## config.mk

```make
export PLATFORM = sky130hd
export DESIGN_NAME = mem_req_sequencer
export DESIGN_NICKNAME = d
export VERILOG_FILES = /design/src/rtl/mem_seq_pkg.sv /design/src/rtl/req_fifo.sv /design/src/rtl/mem_req_sequencer.sv
export SDC_FILE = /design/constraint.sdc
export NUM_CORES = 1
export LEC_CHECK = 0
export ABC_AREA = 1
export CAP_MARGIN = 20
export CORE_ASPECT_RATIO = 0.6
export CORE_MARGIN = 3
export CORE_UTILIZATION = 50
export CTS_BUF_LIST = sky130_fd_sc_hd__clkbuf_8
export CTS_CLUSTER_DIAMETER = 50
export CTS_CLUSTER_SIZE = 10
export DETAILED_ROUTE_END_ITERATION = 16
export GPL_ROUTABILITY_DRIVEN = 0
export PLACE_DENSITY = 0.73
export SYNTH_ARGS = -nofsm -noshare
export SYNTH_HDL_FRONTEND = slang
export SYNTH_SLANG_ARGS = --single-unit
export TNS_END_PERCENT = 5
```

## constraint.sdc

```tcl
create_clock -name Clk -period 3.1 [get_ports Clk]
set_input_delay 0.775 -clock Clk [delete_from_list [all_inputs] [get_ports Clk]]
set_output_delay 0.775 -clock Clk [all_outputs]
set_load 0.02 [all_outputs]
```

## src/rtl/mem_seq_pkg.sv

```systemverilog
// Shared types and constants for the memory request sequencer: FSM states,
// R/W encoding and the saturating error-counter helper.
package mem_seq_pkg;

  typedef enum logic [1:0] {
    IDLE    = 2'd0,
    ISSUE   = 2'd1,
    CAPTURE = 2'd2,
    RESP    = 2'd3
  } state_t;

  localparam logic RW_READ  = 1'b0;
  localparam logic RW_WRITE = 1'b1;

  localparam int unsigned ERR_CNT_W = 8;

  function automatic logic [ERR_CNT_W-1:0] sat_inc(input logic [ERR_CNT_W-1:0] v);
    return (&v) ? v : v + ERR_CNT_W'(1);
  endfunction

endpackage

```

## src/rtl/req_fifo.sv

```systemverilog
// Request buffer: power-of-two depth, registered head, no push-to-pop bypass.
module req_fifo #(
  parameter int unsigned DEPTH = 4,
  parameter int unsigned DW    = 41
) (
  input  logic          clk,
  input  logic          rst_n,
  input  logic          push_i,
  input  logic [DW-1:0] data_i,
  input  logic          pop_i,
  output logic [DW-1:0] data_o,
  output logic          empty_o,
  output logic          full_o
);

  localparam int unsigned PTR_W = (DEPTH > 1) ? $clog2(DEPTH) : 1;
  localparam int unsigned CNT_W = PTR_W + 1;

  logic [DW-1:0]    mem_q [DEPTH];
  logic [PTR_W-1:0] wr_ptr_q, wr_ptr_d;
  logic [PTR_W-1:0] rd_ptr_q, rd_ptr_d;
  logic [CNT_W-1:0] cnt_q, cnt_d;
  logic             push_en;
  logic             pop_en;

  assign full_o  = (cnt_q == CNT_W'(DEPTH));
  assign empty_o = (cnt_q == '0);
  assign push_en = push_i & ~full_o;
  assign pop_en  = pop_i & ~empty_o;
  assign data_o  = mem_q[rd_ptr_q];

  always_comb begin
    wr_ptr_d = wr_ptr_q;
    rd_ptr_d = rd_ptr_q;
    cnt_d    = cnt_q;
    if (push_en) wr_ptr_d = wr_ptr_q + PTR_W'(1);
    if (pop_en)  rd_ptr_d = rd_ptr_q + PTR_W'(1);
    cnt_d = cnt_q + CNT_W'(push_en) - CNT_W'(pop_en);
  end

  // Storage needs no reset; only pointers and count define validity.
  always_ff @(posedge clk) begin
    if (push_en) mem_q[wr_ptr_q] <= data_i;
  end

  always_ff @(posedge clk or negedge rst_n) begin
    if (!rst_n) begin
      wr_ptr_q <= '0;
      rd_ptr_q <= '0;
      cnt_q    <= '0;
    end else begin
      wr_ptr_q <= wr_ptr_d;
      rd_ptr_q <= rd_ptr_d;
      cnt_q    <= cnt_d;
    end
  end

endmodule

```

## src/rtl/mem_req_sequencer.sv

```systemverilog
// Buffers read/write requests and replays them in order onto a single-strobe
// memory port, returning read data (or an out-of-range error) on a response port.
module mem_req_sequencer
  import mem_seq_pkg::*;
#(
  parameter int unsigned WIDTH      = 8,
  parameter int unsigned DinLENGTH  = 32,
  parameter int unsigned MEM_WORDS  = 8,
  parameter int unsigned FIFO_DEPTH = 4
) (
  input  logic                 Clk,
  input  logic                 Reset_n,
  input  logic                 Req_Valid,
  output logic                 Req_Ready,
  input  logic                 Req_RW,
  input  logic [WIDTH-1:0]     Req_Addr,
  input  logic [DinLENGTH-1:0] Req_Data,
  output logic [DinLENGTH-1:0] Mem_Din,
  output logic [WIDTH-1:0]     Mem_Addr,
  output logic                 Mem_R_W,
  output logic                 Mem_Valid,
  input  logic [DinLENGTH-1:0] Mem_Dout,
  output logic                 Rsp_Valid,
  input  logic                 Rsp_Ready,
  output logic [DinLENGTH-1:0] Rsp_Data,
  output logic                 Rsp_Err,
  output logic [7:0]           Err_Cnt
);

  localparam int unsigned EW = 1 + WIDTH + DinLENGTH;

  logic [EW-1:0]        fifo_wdata;
  logic [EW-1:0]        fifo_rdata;
  logic                 fifo_empty;
  logic                 fifo_full;
  logic                 fifo_pop;

  logic                 head_rw;
  logic [WIDTH-1:0]     head_addr;
  logic [DinLENGTH-1:0] head_data;
  logic                 head_in_range;
  logic                 take_head;

  state_t               state_q, state_d;
  logic [WIDTH-1:0]     mem_addr_q, mem_addr_d;
  logic [DinLENGTH-1:0] mem_din_q, mem_din_d;
  logic                 mem_rw_q, mem_rw_d;
  logic                 mem_valid_q, mem_valid_d;
  logic                 rsp_valid_q, rsp_valid_d;
  logic [DinLENGTH-1:0] rsp_data_q, rsp_data_d;
  logic                 rsp_err_q, rsp_err_d;
  logic [7:0]           err_cnt_q, err_cnt_d;

  assign fifo_wdata = {Req_RW, Req_Addr, Req_Data};
  assign Req_Ready  = ~fifo_full;

  req_fifo #(
    .DEPTH (FIFO_DEPTH),
    .DW    (EW)
  ) u_req_fifo (
    .clk     (Clk),
    .rst_n   (Reset_n),
    .push_i  (Req_Valid),
    .data_i  (fifo_wdata),
    .pop_i   (fifo_pop),
    .data_o  (fifo_rdata),
    .empty_o (fifo_empty),
    .full_o  (fifo_full)
  );

  assign head_rw       = fifo_rdata[EW-1];
  assign head_addr     = fifo_rdata[DinLENGTH +: WIDTH];
  assign head_data     = fifo_rdata[DinLENGTH-1:0];
  assign head_in_range = (32'(head_addr) < 32'(MEM_WORDS));

  // Next-state and registered-output logic.
  always_comb begin
    state_d     = state_q;
    mem_addr_d  = mem_addr_q;
    mem_din_d   = mem_din_q;
    mem_rw_d    = mem_rw_q;
    mem_valid_d = 1'b0;
    rsp_valid_d = rsp_valid_q;
    rsp_data_d  = rsp_data_q;
    rsp_err_d   = rsp_err_q;
    err_cnt_d   = err_cnt_q;
    fifo_pop    = 1'b0;
    take_head   = 1'b0;

    unique case (state_q)
      IDLE: begin
        if (!fifo_empty) take_head = 1'b1;
      end
      ISSUE: begin
        if (mem_rw_q != RW_WRITE)  state_d = CAPTURE;
        else if (!fifo_empty)      take_head = 1'b1;
        else                       state_d = IDLE;
      end
      CAPTURE: begin
        rsp_data_d  = Mem_Dout;
        rsp_err_d   = 1'b0;
        rsp_valid_d = 1'b1;
        state_d     = RESP;
      end
      RESP: begin
        if (Rsp_Ready) begin
          rsp_valid_d = 1'b0;
          state_d     = IDLE;
        end
      end
      default: state_d = IDLE;
    endcase

    // Dispatch of the popped head entry, shared by IDLE and write streaming.
    if (take_head) begin
      fifo_pop = 1'b1;
      if (head_in_range) begin
        mem_addr_d  = head_addr;
        mem_din_d   = head_data;
        mem_rw_d    = head_rw;
        mem_valid_d = 1'b1;
        state_d     = ISSUE;
      end else begin
        err_cnt_d = sat_inc(err_cnt_q);
        if (head_rw == RW_READ) begin
          rsp_data_d  = '0;
          rsp_err_d   = 1'b1;
          rsp_valid_d = 1'b1;
          state_d     = RESP;
        end else begin
          state_d = IDLE;
        end
      end
    end
  end

  always_ff @(posedge Clk or negedge Reset_n) begin
    if (!Reset_n) begin
      state_q     <= IDLE;
      mem_addr_q  <= '0;
      mem_din_q   <= '0;
      mem_rw_q    <= 1'b0;
      mem_valid_q <= 1'b0;
      rsp_valid_q <= 1'b0;
      rsp_data_q  <= '0;
      rsp_err_q   <= 1'b0;
      err_cnt_q   <= '0;
    end else begin
      state_q     <= state_d;
      mem_addr_q  <= mem_addr_d;
      mem_din_q   <= mem_din_d;
      mem_rw_q    <= mem_rw_d;
      mem_valid_q <= mem_valid_d;
      rsp_valid_q <= rsp_valid_d;
      rsp_data_q  <= rsp_data_d;
      rsp_err_q   <= rsp_err_d;
      err_cnt_q   <= err_cnt_d;
    end
  end

  assign Mem_Addr  = mem_addr_q;
  assign Mem_Din   = mem_din_q;
  assign Mem_R_W   = mem_rw_q;
  assign Mem_Valid = mem_valid_q;
  assign Rsp_Valid = rsp_valid_q;
  assign Rsp_Data  = rsp_data_q;
  assign Rsp_Err   = rsp_err_q;
  assign Err_Cnt   = err_cnt_q;

endmodule

```

==> reports/results.ini <==
[clocking]
clkSlewWorstSetupHoldPaths_ns = 0.08
postCtsSetupBuffers = 0
cts.sinks = 257
cts_max_path_buffers = 3
clockRootBuffer = clkbuf_8
ctsResizeCount = 0
cts_tree = yes
clock_latency_ns = 0.57
cts_made_buffers = 29
h-tree-depth = 1
hold_buffers = 0

[cells_and_area]
stdcell_count = 1304
syn_to_final_growth_pct = 24.3
final_cell_mix = nand2_1 (196), edfxtp_1 (164), clkdlybuf4s50_1 (160)
final_nets = 1101
n_antenna_cell = 0
layout_commonest_cell = nand2_1
drive_gt1_frac = 0.0684

[routing]
drt_iter0_drc = 648
remaining_drc_errors = 0
wl_per_cell_um = 17.4
vias = 6857
routed_wl_um = 22700
drtPass1Iterations = 5
viasPerCell = 5.26
antenna_left = 0

[placed_design]
dp_hpwl_um = 14400
port_buffers = 161
place_ws_ns = 0.469
placedCellCount = 1251

[power_and_ir_drop]
pwr-share-seq = 0.420
internal_power_uw = 7390
power.density_nw_per_um2 = 959
ir_worst_vdd_mv = 0.510
p_comb_frac = 0.412
switching_share = 0.384
p_switching_uw = 4620
p_leak_uw = 0.00500
clkPwrFrac = 0.168

[status]
status = finished clean

[sta]
fin_skew_ns = 0.0269
layout_min_cycle_time_ns = 2.61
slew_violations = 0
worst_pin_slew_ns = 0.747
max_freq_mhz = 383
worst_slack_ns = 0.488
setup_viol = 0
rsz0062_at_grt = false
relSlewSlack = 0.501
fin_tns_setup_ns = 0
hold_viol_final = 0
fin_crit_sh = 0.842

[worst_setup_path]
crit_type = reg2out
worst_setup_path_start_kind = flip-flop
regToRegSetupSlack_ns = 0.80
crit_path_end_kind = output port
path_depth = 3
cp_slowest_cell = clkdlybuf4s50_1
cp.required_ns = 2.32
ff2ff_path_depth = 8
cpPeakStageDelay_ns = 0.64
path_delay_family = buffers and inverters
r2r-end = Rsp_Data[0]$_DFF_PN0_
critPathLaunch = u_req_fifo.cnt_q[1]$_DFF_PN0_
worstPathCellList = inv_1 > nand3_1 > clkdlybuf4s50_1
timing.rr.start = u_req_fifo.rd_ptr_q[0]$_DFFE_PN0P_
cp-endpoint = Req_Ready
worstPathArrival_ns = 1.84
cp_num_buf_inv = 2
crit_fanout = 3

[grt]
overflow = 0
grt_usage = 0.205
grt_pass1_wl_um = 35700
grt_pass1_vias = 6554
grt_max_degree = 54
antenna_found_initial = 0

[yosys]
syn-num-nets = 938
syn_avg_cell_area_um2 = 11.8
netlist_area_um2 = 10100
synthCells = 853
yosysSeqAreaShare = 0.720
ys_warn_count = 0
synth.distinct_cells = 28
ys_ff_latch = 257

[floorplan]
die_y_um = 116
core_um2 = 19400
fp.dieW_um = 189
io_pins = 162
rows = 39
dieArea_um2 = 21900
start_util = 0.520

[job]
maxCapViolCount = 0

[min_path]
min_path_type = in2async

## power groups by stage
stage                     Clock (µW)  Combinational [µW]  Sequential [µW]
after CTS                       2070                4990             5050
after global routing            2210                5460             5150
after detailed placement           0                4970             5100
after global placement             0                4900             5080
after floorplan                    0                2480             5640
final                           2010                4950             5050
## worst min-delay path by stage
stage / endpoint / slack (ns) / depth (start not counted)
after floorplan: Err_Cnt[0]$_DFFE_PN0P_ / 0.48 / 0
after global placement: Mem_Din[4]$_DFFE_PN0P_ / 0.46 / 2
after detailed placement: Mem_Din[20]$_DFFE_PN0P_ / 0.46 / 2
after CTS: Mem_Din[4]$_DFFE_PN0P_ / 0.19 / 1
after global routing: Mem_Din[4]$_DFFE_PN0P_ / 0.21 / 1
final: Mem_Din[5]$_DFFE_PN0P_ / 0.21 / 1
## worst register-to-register path: cells and delay by family, from the launching register on
| kind | cells | cell delay (ns) |
|---|---|---|
| DFF | 1 | 0.39 |
| AOI/OAI and AO/OA | 2 | 0.30 |
| buffers and inverters | 2 | 0.52 |
| and+or+nand+nor | 4 | 0.91 |
## routing by layer
metal  up-vias  track usage  routed length, µm
met2       216        0.298               9790
li1       3257            -                  -
met4         0       0.0492                338
met3        31       0.0336               1230
met5         -            0                  0
met1      3353        0.327              11400
## stage by stage
step                hold WS [ns]  power (µW)   util  area, µm²
floorplan                  0.479        8120      -      10100
global placement           0.462        9980  0.621      12000
detailed placement         0.464       10100  0.621      12000
CTS                        0.194       12100  0.646      12500
global route               0.211       12800  0.646      12500
finish                     0.209       12000  0.646      12500
## synthesized netlist by cell type
| master | n | area, µm² |
|---|---|---|
| buf_6 | 8 | 90.1 |
| a21oi_1 | 34 | 170 |
| edfxtp_1 | 164 | 4920 |
| inv_1 | 25 | 93.8 |
| nor2_4 | 2 | 22.5 |
| nand3b_1 | 2 | 15.0 |
| dfrtp_1 | 93 | 2330 |
| nor2_2 | 2 | 12.5 |
| o22ai_1 | 35 | 219 |
| ha_1 | 7 | 87.6 |
| a31oi_2 | 1 | 12.5 |
| o21ai_1 | 1 | 5.00 |
| nor2_1 | 95 | 357 |
| xor2_1 | 6 | 52.6 |
| clkbuf_1 | 29 | 109 |
| nor3_1 | 1 | 5.00 |
| nand2_1 | 196 | 736 |
| nand4_1 | 1 | 6.26 |
| buf_2 | 6 | 30.0 |
| nand3_1 | 53 | 265 |
| nor2_8 | 1 | 20.0 |
| inv_2 | 5 | 18.8 |
| buf_4 | 3 | 22.5 |
| fa_1 | 1 | 20.0 |
| o21ai_0 | 73 | 365 |
| xnor2_1 | 4 | 35.0 |
| nand2_2 | 1 | 6.26 |
| nand2_4 | 4 | 45.0 |
## state kept, by name, summed over array words and instances, names as in the netlist
register             count
Err_Cnt                  8
Mem_Addr                 8
Mem_Din                 32
Mem_R_W                  1
Mem_Valid                1
Rsp_Data                32
Rsp_Err                  1
Rsp_Valid                1
state_q                  2
u_req_fifo.cnt_q         3
u_req_fifo.mem_q       164
u_req_fifo.rd_ptr_q      2
u_req_fifo.wr_ptr_q      2
## final cells by class
cell class	instances	area, µm²
Tap cell	266	333
Fill cell	1500	6850
Multi-Input combinational cell	520	2490
Sequential cell	257	7250
Clock inverter	24	95.1
Timing Repair Buffer	178	1840
Inverter	30	113
Clock buffer	29	399
## logic make-up after synthesis
| kind of cell | share of synthesized area |
|---|---|
| AOI/OAI and AO/OA | 0.0766 |
| xor gates and xnor gates | 0.00869 |
| adders and majority gates | 0.0107 |
| buffers and inverters | 0.0361 |
| DFF | 0.720 |
| and+or+nand+nor | 0.148 |
(Power assumes the default switching activity.)
